<file path="src/rtl/fifo_word_packer.sv">
// Packs pairs of words from a one-cycle-latency FIFO into {hi, lo} output words.
// Define FIFO_PACK_PARITY_EN to add the registered out_parity output.
module fifo_word_packer #(
  parameter int unsigned DATA_WIDTH = 16,
  parameter int unsigned CNT_WIDTH  = 16
) (
  input  logic                    clk,
  input  logic                    rst,
  input  logic                    fifo_empty,
  input  logic [DATA_WIDTH-1:0]   fifo_data_out,
  output logic                    fifo_read,
  input  logic                    flush,
  output logic [2*DATA_WIDTH-1:0] out_data,
  output logic                    out_valid,
  input  logic                    out_ready,
`ifdef FIFO_PACK_PARITY_EN
  output logic                    out_parity,
`endif
  output logic [CNT_WIDTH-1:0]    out_count
);

  typedef enum logic [2:0] {
    StRdLo,
    StCapLo,
    StRdHi,
    StCapHi,
    StOut
  } state_e;

  state_e                state_q;
  logic [DATA_WIDTH-1:0] lo_q;
  logic [DATA_WIDTH-1:0] hi_q;
  logic [CNT_WIDTH-1:0]  count_q;
  logic                  valid_q;
`ifdef FIFO_PACK_PARITY_EN
  logic                  parity_q;
`endif

  always_ff @(posedge clk or posedge rst) begin
    if (rst) begin
      state_q  <= StRdLo;
      lo_q     <= '0;
      hi_q     <= '0;
      count_q  <= '0;
      valid_q  <= 1'b0;
`ifdef FIFO_PACK_PARITY_EN
      parity_q <= 1'b0;
`endif
    end else begin
      unique case (state_q)
        StRdLo: begin
          if (!fifo_empty) state_q <= StCapLo;
        end
        StCapLo: begin
          lo_q    <= fifo_data_out;
          state_q <= StRdHi;
        end
        StRdHi: begin
          // A non-empty FIFO wins over flush.
          if (!fifo_empty) begin
            state_q <= StCapHi;
          end else if (flush) begin
            hi_q     <= '0;
            valid_q  <= 1'b1;
            state_q  <= StOut;
`ifdef FIFO_PACK_PARITY_EN
            parity_q <= ^lo_q;
`endif
          end
        end
        StCapHi: begin
          hi_q     <= fifo_data_out;
          valid_q  <= 1'b1;
          state_q  <= StOut;
`ifdef FIFO_PACK_PARITY_EN
          parity_q <= ^{fifo_data_out, lo_q};
`endif
        end
        StOut: begin
          if (out_ready) begin
            count_q <= count_q + 1'b1;
            valid_q <= 1'b0;
            state_q <= StRdLo;
          end
        end
        default: begin
          valid_q <= 1'b0;
          state_q <= StRdLo;
        end
      endcase
    end
  end

  // Read request is combinational so it can never lead fifo_empty; gated by rst
  // because the reset state itself is a read state.
  assign fifo_read = !rst && !fifo_empty && ((state_q == StRdLo) || (state_q == StRdHi));
  assign out_data  = {hi_q, lo_q};
  assign out_valid = valid_q;
  assign out_count = count_q;
`ifdef FIFO_PACK_PARITY_EN
  assign out_parity = parity_q;
`endif

endmodule

</file>
<file path="config.mk">
export PLATFORM = sky130hd
export DESIGN_NAME = fifo_word_packer
export DESIGN_NICKNAME = d
export VERILOG_FILES = /design/src/rtl/fifo_word_packer.sv
export SDC_FILE = /design/constraint.sdc
export NUM_CORES = 1
export LEC_CHECK = 0
export CORE_MARGIN = 1.5
export CORE_UTILIZATION = 50
export CTS_BUF_LIST = sky130_fd_sc_hd__clkbuf_16
export CTS_CLUSTER_SIZE = 12
export DETAILED_ROUTE_END_ITERATION = 12
export DONT_BUFFER_PORTS = 1
export GPL_ROUTABILITY_DRIVEN = 0
export GPL_TIMING_DRIVEN = 0
export PLACE_DENSITY_LB_ADDON = 0.3
export SETUP_SLACK_MARGIN = 0.02
export SYNTH_ARGS = -nofsm -noshare
export SYNTH_HDL_FRONTEND = slang
export SYNTH_SLANG_ARGS = --single-unit
</file>
<file path="constraint.sdc">
create_clock -name clk -period 2.4 [get_ports clk]
set_input_delay 0.24 -clock clk [delete_from_list [all_inputs] [get_ports clk]]
set_output_delay 0.24 -clock clk [all_outputs]
set_load 0.01 [all_outputs]
</file>
==> results_dict.tcl <==
set metrics [dict create \
    grt_pass1_wl_um 6370 \
    p_int_mw 1.92 \
    yosys.cell_count.top_type "dfrtp_1" \
    power_mw 2.84 \
    cts_root_buffer "clkbuf_16" \
    fin_skew_ns 0.00579 \
    arrival_ns 1.82 \
    yosysSeqAreaShare_pct 61.6 \
    fin_ws_ns 0.740 \
    hold_end "state_q[0]" \
    final.period_utilization_pct 69.2 \
    routed_wl_um 3950 \
    switchingPower_mw 0.921 \
    drive_gt1_share_pct 21.6 \
    syn-num-nets 174 \
    p_seq_share_pct 53.5 \
    clock_latency_ns 0.28 \
    initial_core_util_pct 52.5 \
    synthCells 152 \
    slew_headroom_pct 66.6 \
    hold_buffers 1 \
    combPwrFrac_pct 23.0 \
    cts_tree "yes" \
    firstDrtPassIters 4 \
    cts_resized 0 \
    post-cts-setup-buffers 0 \
    yosys.area.top_type "dfrtp_1" \
    antenna_found_initial 0 \
    hp-start "fifo_empty" \
    drt_iter0_drc 67 \
    r2r_cells 4 \
    hold_path.class "in2reg" \
    synth.distinct_cells 32 \
    synth_seq_cells 52 \
    cp-startpoint "state_q[2]" \
    period_needed_ns 1.66 \
    num_antenna_cells 0 \
    cts_sinks 52 \
    setup.worst_path.start_class "register" \
    area_growth_pct 11.0 \
    whs_path_depth 1 \
    synth_top_area_share_pct 61.6 \
    slew_violations 0 \
    rows 23 \
    clkPwrFrac_pct 23.5 \
    cp_slowest_cell "nor3b_4" \
    routedWlPerCell_um 18.6 \
    setup_violations 0 \
    crit_type "reg2reg" \
    grt_max_degree 38 \
    max_freq_mhz 602 \
    final_nets 183 \
    die_y_um 68.0 \
    reg2reg_setup_slack_ns 0.74 \
    vias 1257 \
    ys.flop_type "dfrtp_1" \
    synth_common_cells "dfrtp_1 (52), a22o_1 (16), mux2_2 (14)" \
    clk_transition_reported_paths_ns 0.07 \
    grt_overflow 0 \
    r2r-start "state_q[2]" \
    worstReg2RegEnd "lo_q[0]" \
    yosys_warnings 0 \
    ys_top_cells_by_area "dfrtp_1 (62%), mux2_2 (7.5%), a22o_1 (6.6%), xnor2_1 (5.4%), nand2_1 (2.1%)" \
    die_w_um 68.0 \
    ant_nets 0 \
    ctsLongestPathBuffers 2 \
    outcome "completed" \
    fp.coreArea_um2 4030 \
    pin_count 71 \
    post-route-util_pct 58.2 \
    pre_cts_ws_ns 0.732 \
    hpwl_um 2930 \
    synth_edf_count 0 \
    netlist_area_um2 2110 \
    crit_required_ns 2.56 \
    avgSynthCellArea_um2 13.9 \
    path_max_fanout 10 \
    tns_ns 0 \
    postSynth.asyncResetShare_pct 100 \
    grt_usage_pct 18.8 \
    fin_area_um2 2350 \
    p_per_area_nw_per_um2 1210 \
    nFillCells 339 \
    rsz0062_at_grt "false" \
    max_stage_delay_ns 0.38 \
    routed_via_density 5.93 \
    die_area_um2 4630 \
    ir_drop_v 0.000613 \
    cap_viol_max_count 0 \
    grt_pass1_vias 1289 \
    dpl_cell_area_um2 2200 \
    cts_max_level 2 \
    hold_viol 0 \
    worstPathCellList "buf_2 -> nor3b_4 -> buf_4 -> mux2_2" \
    power_leakage_nw 1.06 \
    p_sw_share_pct 32.4 \
    cts_buffers 5 \
    numPortBuffers 0 \
    cp-end-kind "register" \
    drc 0 \
    worstMarginPinSlew_ns 0.497 \
]
cells in the final DEF, fill, tap and decap left out:
cell            n
xnor2_1        13
clkbuf_16       5
and2_1          1
inv_2           1
and4bb_2        1
nand3_2         1
xnor2_2         1
o21ai_0         1
nor3_1          2
nand2_1        12
nand4_1         6
mux2_1          2
mux2i_1         1
nor4_1          1
and4_1          1
dlygate4sd3_1   1
xor2_1          1
a22o_1         16
nand4_4         1
buf_6           3
clkinvlp_4      1
clkbuf_1        1
buf_12          1
nor2_1          4
nor3b_4         1
buf_2           2
mux2_2         14
or3b_1          1
nand4bb_1       1
clkinv_1        1
o31ai_1         1
a21oi_1         1
buf_4           3
and3b_1         1
ha_1            1
dfrtp_1        52
nand3_1         3
inv_1           2
critical path: cells and delay by family, from the launching register on:
kind                   cells  cell delay, ns
multiplexers               1            0.36
AND/OR/NAND/NOR            1            0.38
flip-flops                 1            0.36
buffers and inverters      2            0.45
power groups by stage:
stage	Sequential, mW	Clock (mW)	Combinational (mW)
after floorplan	1.47	0	0.548
after global placement	1.52	0	0.610
after detailed placement	1.54	0	0.657
after CTS	1.52	0.685	0.662
after global routing	1.56	0.727	0.721
final	1.52	0.668	0.653
layer usage:
layer | up-vias | wire (um) | GRT usage (%)
li1 | 557 | - | -
met1 | 652 | 1540 | 22.9
met2 | 44 | 2070 | 31.6
met3 | 4 | 292 | 5.59
met4 | 0 | 36 | 7.25
met5 | - | 0 | 0
sequential cells by signal, summed over array words and instances, names as in the netlist:
signal and count:
hi_q 16, lo_q 16, out_count 16, state_q 3
out_valid 1
final cells by class:
cell class	count	area, um2	share of cell area (%)
plain buffers	9	70.1	2.99
clock buffers	5	125	5.33
clock inverters	3	15.0	0.640
inverters	2	7.51	0.320
multi-input cells	89	734	31.3
flip-flops and latches	52	1300	55.5
well taps	50	62.6	2.67
repair buffers	2	30.0	1.28
worst max path at each step:
| stage | cells after the start | slack (ns) | end |
|---|---|---|---|
| floorplan | 1 | 0.90 | hi_q[0] |
| global placement | 1 | 0.50 | lo_q[2] |
| detailed placement | 4 | 0.73 | lo_q[0] |
| CTS | 4 | 0.72 | lo_q[0] |
| global route | 5 | 0.59 | out_count[7] |
| finish | 4 | 0.74 | lo_q[0] |
logic make-up after synthesis:
| group | synth area share (%) |
|---|---|
| compound gates | 7.46 |
| xor+xnor | 6.57 |
| fa+ha+maj | 0.592 |
| buf+inv | 3.67 |
| flops | 61.6 |
| mux | 9.00 |
| simple gates | 11.1 |
per-stage QoR:
stage / hold slack, ns / std cells
final: 0.0138 / 212
after global routing: 0.0101 / 212
after CTS: 0.0101 / 212
after detailed placement: 0.110 / 203
after global placement: 0.308 / 202
after floorplan: 0.305 / 152
No activity file was read; power rests on OpenSTA's default activity.
